--- src/rtl/calc2_arb_pkg.sv ---
// calc2 issue arbiter: shared command encodings, sizes and decode helpers.
package calc2_arb_pkg;

    localparam int NPORT = 4;
    localparam int TAGW  = 2;

    localparam logic [3:0] CMD_IDLE = 4'd0;
    localparam logic [3:0] CMD_ADD  = 4'd1;
    localparam logic [3:0] CMD_SUB  = 4'd2;
    localparam logic [3:0] CMD_SHL  = 4'd5;
    localparam logic [3:0] CMD_SHR  = 4'd6;

    // Which execution path a command is routed to.
    typedef enum logic [1:0] {
        UNIT_NONE = 2'd0,
        UNIT_ADD  = 2'd1,
        UNIT_SHF  = 2'd2,
        UNIT_INV  = 2'd3
    } unit_e;

    function automatic unit_e decode_unit(input logic [3:0] cmd);
        unit_e u;
        case (cmd)
            CMD_IDLE:         u = UNIT_NONE;
            CMD_ADD, CMD_SUB: u = UNIT_ADD;
            CMD_SHL, CMD_SHR: u = UNIT_SHF;
            default:          u = UNIT_INV;
        endcase
        return u;
    endfunction

    // Flat index of a (port, tag) pair in the 16-entry outstanding table.
    function automatic logic [3:0] pair_idx(input logic [1:0] port, input logic [TAGW-1:0] tag);
        return {port, tag};
    endfunction

endpackage

--- src/rtl/calc2_rr_pick.sv ---
// calc2 issue arbiter: rotating first-eligible picker.
// Returns a one-hot grant for the first set bit of elig found when scanning
// upward (with wrap) from ptr. A ptr of 0 gives plain fixed priority 0>1>2>3.
module calc2_rr_pick
    import calc2_arb_pkg::*;
(
    input  logic [NPORT-1:0] elig,
    input  logic [1:0]       ptr,
    output logic [NPORT-1:0] gnt
);

    logic       found;
    logic [1:0] idx;

    // Scan the four slots starting at ptr; the first eligible slot wins.
    always_comb begin
        gnt   = '0;
        found = 1'b0;
        idx   = ptr;
        for (int i = 0; i < NPORT; i++) begin
            idx = ptr + 2'(i);
            if (!found && elig[idx]) begin
                gnt[idx] = 1'b1;
                found    = 1'b1;
            end
        end
    end

endmodule

--- src/rtl/calc2_issue_arb.sv ---
// calc2 issue scheduler: arbitrates four requester ports onto the shared
// adder and shifter pipelines, tracks outstanding (port,tag) pairs, and
// diverts illegal commands to the per-port invalid pulse.
// Build option: define CALC2_ARB_RR_EN for per-unit round-robin arbitration;
// otherwise both units use fixed priority port 0 > 1 > 2 > 3.
//
// Issue handshake: a unit's issue register is free when !vld | rdy. A grant
// loads the register (vld=1 on the next cycle). While vld & !rdy every issue
// field holds stable. vld falls after rdy unless a new grant loads that cycle.
module calc2_issue_arb
    import calc2_arb_pkg::*;
(
    input  logic        c_clk,
    input  logic        reset,
    input  logic [0:15] req_cmd,
    input  logic [0:7]  req_tag,
    output logic [0:3]  req_ack,
    output logic        add_vld,
    input  logic        add_rdy,
    output logic [0:3]  add_cmd,
    output logic [0:1]  add_port,
    output logic [0:1]  add_tag,
    output logic        shf_vld,
    input  logic        shf_rdy,
    output logic [0:3]  shf_cmd,
    output logic [0:1]  shf_port,
    output logic [0:1]  shf_tag,
    input  logic        add_done,
    input  logic [0:1]  add_done_port,
    input  logic [0:1]  add_done_tag,
    input  logic        shf_done,
    input  logic [0:1]  shf_done_port,
    input  logic [0:1]  shf_done_tag,
    output logic [0:3]  inv_vld,
    output logic [0:7]  inv_tag,
    output logic        tag_err
);

    logic [3:0]       cmd_p  [NPORT];
    logic [TAGW-1:0]  tag_p  [NPORT];
    unit_e            unit_p [NPORT];
    logic [NPORT-1:0] add_elig, shf_elig, inv_hit;
    logic [NPORT-1:0] add_gnt, shf_gnt;
    logic             add_free, shf_free;
    logic [1:0]       add_ptr, shf_ptr;

    logic [15:0]      outst_q, outst_d;
    logic             add_vld_q, add_vld_d, shf_vld_q, shf_vld_d;
    logic [3:0]       add_cmd_q, add_cmd_d, shf_cmd_q, shf_cmd_d;
    logic [1:0]       add_port_q, add_port_d, shf_port_q, shf_port_d;
    logic [1:0]       add_tag_q, add_tag_d, shf_tag_q, shf_tag_d;
    logic [0:3]       inv_vld_q, inv_vld_d;
    logic [0:7]       inv_tag_q, inv_tag_d;
    logic             tag_err_q, tag_err_d;

    // Decode each port and decide which requests may compete this cycle.
    // The table is read as registered, so a done arriving this cycle only
    // makes its pair eligible from the next cycle on.
    always_comb begin
        add_free = !add_vld_q || add_rdy;
        shf_free = !shf_vld_q || shf_rdy;
        add_elig = '0;
        shf_elig = '0;
        inv_hit  = '0;
        for (int p = 0; p < NPORT; p++) begin
            cmd_p[p]  = req_cmd[4*p +: 4];
            tag_p[p]  = req_tag[2*p +: 2];
            unit_p[p] = decode_unit(cmd_p[p]);
            add_elig[p] = !reset && add_free && (unit_p[p] == UNIT_ADD)
                          && !outst_q[pair_idx(2'(p), tag_p[p])];
            shf_elig[p] = !reset && shf_free && (unit_p[p] == UNIT_SHF)
                          && !outst_q[pair_idx(2'(p), tag_p[p])];
            inv_hit[p]  = !reset && (unit_p[p] == UNIT_INV);
        end
    end

    calc2_rr_pick u_add_pick (
        .elig (add_elig),
        .ptr  (add_ptr),
        .gnt  (add_gnt)
    );

    calc2_rr_pick u_shf_pick (
        .elig (shf_elig),
        .ptr  (shf_ptr),
        .gnt  (shf_gnt)
    );

`ifdef CALC2_ARB_RR_EN
    logic [1:0] add_ptr_q, add_ptr_d, shf_ptr_q, shf_ptr_d;

    // Advance each unit's pointer past the port it just granted.
    always_comb begin
        add_ptr_d = add_ptr_q;
        shf_ptr_d = shf_ptr_q;
        for (int p = 0; p < NPORT; p++) begin
            if (add_gnt[p]) add_ptr_d = 2'(p) + 2'd1;
            if (shf_gnt[p]) shf_ptr_d = 2'(p) + 2'd1;
        end
    end

    // Round-robin pointer registers.
    always_ff @(posedge c_clk) begin
        if (reset) begin
            add_ptr_q <= '0;
            shf_ptr_q <= '0;
        end else begin
            add_ptr_q <= add_ptr_d;
            shf_ptr_q <= shf_ptr_d;
        end
    end

    assign add_ptr = add_ptr_q;
    assign shf_ptr = shf_ptr_q;
`else
    assign add_ptr = 2'd0;
    assign shf_ptr = 2'd0;
`endif

    // Acknowledge granted requests and every invalid command immediately.
    always_comb begin
        req_ack = '0;
        for (int p = 0; p < NPORT; p++) begin
            req_ack[p] = add_gnt[p] | shf_gnt[p] | inv_hit[p];
        end
    end

    // Issue registers: load on grant, drop vld once the unit has accepted.
    always_comb begin
        add_vld_d  = add_vld_q;
        add_cmd_d  = add_cmd_q;
        add_port_d = add_port_q;
        add_tag_d  = add_tag_q;
        shf_vld_d  = shf_vld_q;
        shf_cmd_d  = shf_cmd_q;
        shf_port_d = shf_port_q;
        shf_tag_d  = shf_tag_q;
        if (|add_gnt) begin
            add_vld_d = 1'b1;
            for (int p = 0; p < NPORT; p++) begin
                if (add_gnt[p]) begin
                    add_cmd_d  = cmd_p[p];
                    add_port_d = 2'(p);
                    add_tag_d  = tag_p[p];
                end
            end
        end else if (add_rdy) begin
            add_vld_d = 1'b0;
        end
        if (|shf_gnt) begin
            shf_vld_d = 1'b1;
            for (int p = 0; p < NPORT; p++) begin
                if (shf_gnt[p]) begin
                    shf_cmd_d  = cmd_p[p];
                    shf_port_d = 2'(p);
                    shf_tag_d  = tag_p[p];
                end
            end
        end else if (shf_rdy) begin
            shf_vld_d = 1'b0;
        end
    end

    // Outstanding table: completions clear, grants set. A done for a pair
    // that is not outstanding raises tag_err on the following cycle.
    always_comb begin
        outst_d   = outst_q;
        tag_err_d = (add_done && !outst_q[pair_idx(add_done_port, add_done_tag)])
                 || (shf_done && !outst_q[pair_idx(shf_done_port, shf_done_tag)]);
        if (add_done) outst_d[pair_idx(add_done_port, add_done_tag)] = 1'b0;
        if (shf_done) outst_d[pair_idx(shf_done_port, shf_done_tag)] = 1'b0;
        for (int p = 0; p < NPORT; p++) begin
            if (add_gnt[p] || shf_gnt[p]) outst_d[pair_idx(2'(p), tag_p[p])] = 1'b1;
        end
    end

    // Invalid-op pulse and its tag, one cycle after the command was seen.
    always_comb begin
        inv_vld_d = '0;
        inv_tag_d = '0;
        for (int p = 0; p < NPORT; p++) begin
            inv_vld_d[p] = inv_hit[p];
            if (inv_hit[p]) inv_tag_d[2*p +: 2] = tag_p[p];
        end
    end

    // State registers; reset drops any in-flight issue and clears the table.
    always_ff @(posedge c_clk) begin
        if (reset) begin
            outst_q    <= '0;
            add_vld_q  <= 1'b0;
            add_cmd_q  <= '0;
            add_port_q <= '0;
            add_tag_q  <= '0;
            shf_vld_q  <= 1'b0;
            shf_cmd_q  <= '0;
            shf_port_q <= '0;
            shf_tag_q  <= '0;
            inv_vld_q  <= '0;
            inv_tag_q  <= '0;
            tag_err_q  <= 1'b0;
        end else begin
            outst_q    <= outst_d;
            add_vld_q  <= add_vld_d;
            add_cmd_q  <= add_cmd_d;
            add_port_q <= add_port_d;
            add_tag_q  <= add_tag_d;
            shf_vld_q  <= shf_vld_d;
            shf_cmd_q  <= shf_cmd_d;
            shf_port_q <= shf_port_d;
            shf_tag_q  <= shf_tag_d;
            inv_vld_q  <= inv_vld_d;
            inv_tag_q  <= inv_tag_d;
            tag_err_q  <= tag_err_d;
        end
    end

    assign add_vld  = add_vld_q;
    assign add_cmd  = add_cmd_q;
    assign add_port = add_port_q;
    assign add_tag  = add_tag_q;
    assign shf_vld  = shf_vld_q;
    assign shf_cmd  = shf_cmd_q;
    assign shf_port = shf_port_q;
    assign shf_tag  = shf_tag_q;
    assign inv_vld  = inv_vld_q;
    assign inv_tag  = inv_tag_q;
    assign tag_err  = tag_err_q;

endmodule

--- config.mk ---
export PLATFORM = sky130hd
export DESIGN_NAME = calc2_issue_arb
export DESIGN_NICKNAME = d
export VERILOG_FILES = /design/src/rtl/calc2_arb_pkg.sv /design/src/rtl/calc2_rr_pick.sv /design/src/rtl/calc2_issue_arb.sv
export SDC_FILE = /design/constraint.sdc
export NUM_CORES = 1
export LEC_CHECK = 0
export CORE_UTILIZATION = 40
export CTS_BUF_LIST = sky130_fd_sc_hd__clkbuf_4
export CTS_CLUSTER_DIAMETER = 120
export DETAILED_ROUTE_END_ITERATION = 7
export PLACE_DENSITY = 0.68
export SYNTH_ARGS = -nofsm -noshare
export SYNTH_HDL_FRONTEND = slang
export SYNTH_SLANG_ARGS = --single-unit
--- constraint.sdc ---
create_clock -name c_clk -period 6.5 [get_ports c_clk]
set_input_delay 0.975 -clock c_clk [delete_from_list [all_inputs] [get_ports c_clk]]
set_output_delay 0.975 -clock c_clk [all_outputs]
set_load 0.01 [all_outputs]
== Yosys cells after proc, flatten, opt, wreduce, memory -nomap -nowiden ==
Index checks and enable logic that the tools add are counted.

* Output and inout port bits: 35
* Register bits: 47
* Bits of input ports: 38

* Reductions and logical operators: 82
* Bitwise operators: 20
* Equal/unequal tests: 28
* Multiplexer cells: 76
* $lt $le $gt $ge: 12

{| class="wikitable"
|+ Operators with widths
! kind !! count
|-
| 2-to-1 mux 16 bit || 6
|-
| 2-to-1 mux 4 bit || 10
|-
| logical AND 1 bit || 36
|-
| 2-to-1 mux 2 bit || 18
|-
| AND 16 bit || 2
|-
| == test 4 x 3 -> 1 bit, second input constant || 8
|-
| inverter 16 bit || 2
|-
| 2-to-1 mux 1 bit || 24
|-
| one-hot mux 2 bit (3 select lines) || 4
|-
| OR reduction 2 bit || 12
|-
| < comparator 4 x 5 -> 1 bit, second input constant || 4
|-
| == test 2 bit, second input constant || 8
|-
| == test 4 x 1 -> 1 bit, second input constant || 4
|-
| == test 4 x 2 -> 1 bit, second input constant || 4
|-
| >= comparator 4 x 1 -> 1 bit, second input constant || 4
|-
| zero test 4 bit || 4
|-
| OR 16 x 12 -> 16 bit || 1
|-
| OR 16 bit || 1
|-
| OR 16 x 4 -> 16 bit || 1
|-
| OR 16 x 8 -> 16 bit || 1
|-
| zero test 1 bit || 15
|-
| binary-select mux 1 bit (select 2 bit) || 4
|-
| binary-select mux 1 bit (select 4 bit) || 2
|-
| demux 1 bit (select 2 bit) || 4
|-
| 14 further kinds || 39
|}

== Longest topological paths before layout ==
* Depth after elaboration: 24
* Gate-level depth with buffers: 7
* Mapped depth without buffers: 5

== Modules after synthesis ==
From an unflattened synthesis, not the netlist that was laid out.

* Cell total of the unflattened synthesis: 389
* Area, all modules: 3390.8 um^2

{| class="wikitable"
|+ By module, submodules not included
! module !! seq. area each (um^2) !! area each (um^2) !! cells an instance !! instances
|-
| calc2_issue_arb || 940.9 || 2750.1 || 323 || 1
|-
| calc2_rr_pick at u_shf_pick || 0.0 || 337.8 || 36 || 1
|-
| calc2_rr_pick at u_add_pick || 0.0 || 302.8 || 30 || 1
|}

== Worst setup path after synthesis ==
No wires, ideal clock.

* Path type: input to output
* Start point: in req_tag[5] (netlist name)
* End point: out req_ack[3] (netlist name)
* Path slack: 2.845 ns
* Stages: 7
* Arrival time: 2.680 ns
* Cells stage by stage: mux4_2 -> or3_1 -> buf_2 -> or2_0 -> clkbuf_2 -> a32oi_2 -> nand2b_1

* Cells in the longest elaborated chain, start to end: 11

{| class="wikitable"
|+ Ends and longest elaborated chain
! element !! line !! text
|-
| start: declaration || calc2_issue_arb.sv:16 || <nowiki>input logic [0:7] req_tag,</nowiki>
|-
| binary-select mux 1 bit (select 2 bit) (*) || calc2_issue_arb.sv:70, calc2_issue_arb.sv:72 ||
|-
| 2-to-1 mux 1 bit (not written as such) (*) || calc2_issue_arb.sv:70, calc2_issue_arb.sv:72 ||
|-
| zero test 1 bit (*) || calc2_issue_arb.sv:70, calc2_issue_arb.sv:72 ||
|-
| logical AND 1 bit, on equally long branches || calc2_issue_arb.sv:70, calc2_issue_arb.sv:72 ||
|-
| logical AND 1 bit || calc2_rr_pick.sv:22 || <nowiki>if (!found && elig[idx]) begin</nowiki>
|-
| 2-to-1 mux 1 bit || calc2_rr_pick.sv:22 ||
|-
| zero test 1 bit || calc2_rr_pick.sv:22 ||
|-
| logical AND 1 bit || calc2_rr_pick.sv:22 ||
|-
| 2-to-1 mux 4 bit || calc2_rr_pick.sv:22 ||
|-
| OR 1 bit (*) (2 in series) || calc2_issue_arb.sv:124 || <nowiki>req_ack[p] = add_gnt[p] | shf_gnt[p] | inv_hit[p];</nowiki>
|-
| end: declaration || calc2_issue_arb.sv:17 || <nowiki>output logic [0:3] req_ack,</nowiki>
|}

Every way passes the cells marked *; elsewhere a longest branch is shown, timed or not. The select of a mux whose other input is x is not followed.

== Final worst setup path ==
* Start point: in req_tag[3] (netlist name)
* End point: out req_ack[2] (netlist name)

* Cells in the longest elaborated chain, start to end: 12

{| class="wikitable"
|+ Ends and longest elaborated chain
! element !! line
|-
| binary-select mux 1 bit (select 2 bit) (*) || calc2_issue_arb.sv:70, calc2_issue_arb.sv:72
|-
| 2-to-1 mux 1 bit (not written as such) (*) || calc2_issue_arb.sv:70, calc2_issue_arb.sv:72
|-
| zero test 1 bit (*) || calc2_issue_arb.sv:70, calc2_issue_arb.sv:72
|-
| logical AND 1 bit, on equally long branches || calc2_issue_arb.sv:70, calc2_issue_arb.sv:72
|-
| logical AND 1 bit || calc2_rr_pick.sv:22
|-
| 2-to-1 mux 1 bit || calc2_rr_pick.sv:22
|-
| zero test 1 bit || calc2_rr_pick.sv:22
|-
| logical AND 1 bit || calc2_rr_pick.sv:22
|-
| 2-to-1 mux 3 bit || calc2_rr_pick.sv:22
|-
| 2-to-1 mux 4 bit || calc2_rr_pick.sv:22
|-
| OR 1 bit (*) (2 in series) || calc2_issue_arb.sv:124
|}

Marked as above.

==> flow_metrics.py <==
metrics = {
    "cts": {
        "cts_tree": "done",
        "root_buffer": "clkbuf_4",
        "cts_sinks": 47,
        "ctsHoldBuffers": 0,
        "cts_buffer_depth": 2,
        "htreeDepth": 2,
        "cts_buffers": 5,
        "postCtsSetupBuffers": 0,
        "clk_pin_slew_worst_paths_ns": 0.13,
        "clk_latency_ns": 0.37,
        "cts.repair.resized": 0,
    },
    "critical_path": {
        "timing.critical_path.slowest_stage_cell": "clkdlybuf4s50_1",
        "rrSetupSlack_ns": 4.15,
        "crit_buf_inv": 2,
        "critPathLaunchType": "primary input",
        "max_stage_delay_ns": 0.64,
        "r2r_cells": 5,
        "path_class": "in -> out",
        "cp-endpoint": "req_ack[2]",
        "arrival_ns": 3.94,
        "r2r-start": "outst_q[7]$_SDFF_PP0_",
        "cp-end-kind": "output port",
        "path_max_fanout": 8,
        "cp_cell_sequence": "clkdlybuf4s50_1 > mux4_2 > nor3_1 > a22oi_1 > a22oi_1 > nand2b_1 > clkdlybuf4s50_1",
        "cp.required_ns": 5.52,
        "worstSetupStartpoint": "req_tag[3]",
        "path_delay_family": "buffers and inverters",
        "path_depth": 7,
        "reg2reg_to": "shf_cmd[2]$_SDFFE_PP0P_",
    },
    "placed_design": {
        "placed_cells": 438,
        "hpwl_um": 6220,
        "portBuffers": 72,
        "routabilityCongestion": 0.898,
        "place_ws_ns": 1.63,
        "place_area_sq_mm": 0.00351,
    },
    "floorplanning": {
        "std_cell_rows": 29,
        "core_sq_mm": 0.00653,
        "die_h_um": 85.2,
        "die_w_um": 85.2,
        "ios": 73,
        "initial_utilization_pct": 42.4,
        "die_area_sq_mm": 0.00726,
    },
    "detailed_routing": {
        "drc": 0,
        "wl_um": 8240,
        "first_pass_iters": 6,
        "vias": 2754,
        "drtIter0Drc": 202,
        "ant_nets": 0,
        "wire_per_inst_um": 18.5,
        "drt-vias-per-instance": 6.17,
    },
    "synthesis": {
        "seq_area_frac_synth_pct": 34.0,
        "muxShareOfSynthArea_pct": 12.5,
        "synth.distinct_cells": 57,
        "synth-edff-count": 0,
        "yosysWarnings": 0,
        "synth_xor_area_share_pct": 1.26,
        "postSynthAreaPerCell_sq_um": 9.02,
        "netlist_area_sq_mm": 0.00277,
        "synth_adder_area_share_pct": 0,
        "synth-compound-area-share_pct": 22.9,
        "synth-main-ff-cell": "dfxtp_1",
        "synth-simple-area-share_pct": 25.3,
        "ys_async_sr_fraction_pct": 0,
        "syn_inst": 307,
        "synth_top_family_by_area": "simple AND/OR/NAND/NOR gates",
        "synth_seq_cells": 47,
        "syn_nets": 345,
    },
    "job": {
        "max_cap_viol_count": 0,
    },
    "power_and_ir_drop": {
        "power_density_mw_per_mm2": 177,
        "p_total_mw": 0.631,
        "vdd_drop_max_mv": 0.0868,
        "p_leak_nw": 1.20,
    },
    "final_layout": {
        "fillers": 599,
        "nets": 406,
        "diodes": 0,
        "drive_above_1_share_pct": 8.94,
        "area_growth_pct": 28.9,
        "design_area_sq_mm": 0.00357,
        "instances_no_fill": 446,
    },
    "global_routing": {
        "grt_max_degree": 31,
        "grt_pass1_wl_um": 13600,
        "overflow": 0,
        "antenna_found_initial": 0,
        "grt_pass1_vias": 2686,
        "grt_usage_pct": 23.9,
    },
    "timing": {
        "rsz0062_at_grt": "no",
        "max_slew_margin_pct": 46.1,
        "fin_crit_sh_pct": 75.7,
        "setup_viol": 0,
        "hold_viol_final": 0,
        "finalCriticalPeriod_ns": 4.92,
        "max_freq_mhz": 203,
        "slew_viol_final": 0,
        "tightest_slew_ns": 0.802,
        "fin_tns_setup_ns": 0,
        "clock_skew_ns": 0.00830,
        "worst_slack_ns": 1.58,
    },
    "min_path": {
        "min_path_type": "reg -> reg",
    },
    "outcome": {
        "status": "finished, final reports clean",
    },
}
synthesized netlist by cell type, drive strengths merged, types with 2 or more instances:
cell type	number	area share (%)
nor4	2	0.45
and4	2	0.63
or3	6	1.5
a21oi	20	3.6
nand4	4	0.90
clkbuf	15	2.1
nor2b	8	1.8
nand3	19	3.4
a32oi	5	1.9
nand2b	7	1.6
o22ai	2	0.45
o311ai	2	0.63
o2bb2ai	3	0.95
a21boi	3	0.81
o211ai	5	1.4
mux2i	3	1.1
o31ai	9	2.4
or2	2	0.45
and2	10	2.3
dfxtp	47	34
buf	4	0.90
xnor2	4	1.3
nor3	15	3.3
nand2	13	1.8
o21ai	7	1.3
nor3b	2	0.54
and3b	3	0.95
a31oi	6	1.4
and3	5	1.1
nor2	21	2.9
a22oi	17	4.6
inv	7	0.95
mux4	14	11
routing by layer:
| metal | GRT usage, % | vias up | wire [um] |
|---|---|---|---|
| met1 | 33.0 | 1296 | 3690 |
| met5 | 0 | - | 0 |
| met3 | 4.96 | 14 | 608 |
| met4 | 8.01 | 0 | 116 |
| met2 | 37.5 | 141 | 3830 |
| li1 | - | 1303 | - |
power breakdown:
group	internal (mW)	total, mW	switching [mW]
combinational	0.0870	0.176	0.0885
sequential	0.305	0.316	0.0110
clock	0.0414	0.139	0.0980
layout by cell type (no fill, tap or decap), types with 2 or more instances in the layout:
cell,synthesis,routed
a21boi_0,3,3
a21oi_1,20,20
a22oi_1,17,17
a31oi_1,6,6
a32oi_1,4,4
and2_1,10,10
and3_1,5,5
and3b_1,3,3
and4_1,2,2
clkbuf_4,0,5
clkdlybuf4s50_1,0,72
clkinvlp_4,0,2
dfxtp_1,47,47
inv_1,7,7
mux2i_1,3,3
mux4_2,14,14
nand2_1,13,13
nand2b_1,7,7
nand3_1,19,19
nand4_1,4,4
nor2_1,20,20
nor2b_1,8,8
nor3_1,12,12
nor3_2,3,3
nor3b_1,2,2
nor4_1,2,2
o211ai_1,5,5
o21ai_0,6,6
o22ai_1,2,2
o2bb2ai_1,3,3
o311ai_0,2,2
o31ai_1,9,9
or3_1,5,5
xnor2_1,4,4
worst register-to-register path, cell delays in order, from the launching register on:
cell     delay (ns)
dfxtp_1        0.36
mux4_2         0.52
nor4b_2        0.35
and3b_1        0.47
mux2i_1        0.39
o22ai_1        0.13
state kept, by name, summed over array words and instances, names as in the netlist:
signal	count
outst_q	16
inv_tag	8
add_cmd	4
inv_vld	4
shf_cmd	4
add_port	2
add_tag	2
shf_port	2
shf_tag	2
add_vld	1
shf_vld	1
tag_err	1
layout make-up:
class	count	area (sq um)	area share, %
clock buffer	5	37.5	1.05
clock inverter	3	20.0	0.561
sequential	47	941	26.4
multi-input combinational	233	1720	48.1
inverter	8	30.0	0.841
tap	77	96.3	2.70
timing repair buffer	73	728	20.4
how the worst min path moves through the flow:
| stage | startpoint | end | slack [ns] | depth (start not counted) |
|---|---|---|---|---|
| CTS | shf_cmd[0]$_SDFFE_PP0P_ | shf_cmd[0]$_SDFFE_PP0P_ | 0.50 | 1 |
| finish | shf_cmd[0]$_SDFFE_PP0P_ | shf_cmd[0]$_SDFFE_PP0P_ | 0.50 | 1 |
| detailed placement | shf_cmd[0]$_SDFFE_PP0P_ | shf_cmd[0]$_SDFFE_PP0P_ | 0.47 | 1 |
| global placement | outst_q[4]$_SDFF_PP0_ | outst_q[4]$_SDFF_PP0_ | 0.48 | 2 |
| floorplan | outst_q[6]$_SDFF_PP0_ | outst_q[6]$_SDFF_PP0_ | 0.45 | 2 |
| global route | add_cmd[1]$_SDFFE_PP0P_ | add_cmd[1]$_SDFFE_PP0P_ | 0.52 | 1 |
cell families after synthesis:
logic type                count (synthesis)
xor gates and xnor gates                  4
AOI/OAI and AO/OA                        88
DFF                                      47
muxes                                    17
and+or+nand+nor                         124
buffers and inverters                    27
stage by stage:
step	hold WS, ns	util (%)
after floorplan	0.448	-
after detailed placement	0.470	53.8
final	0.498	54.7
after CTS	0.500	54.7
after global routing	0.521	54.7
after global placement	0.480	53.8
Power figures use the tool's default switching activity.
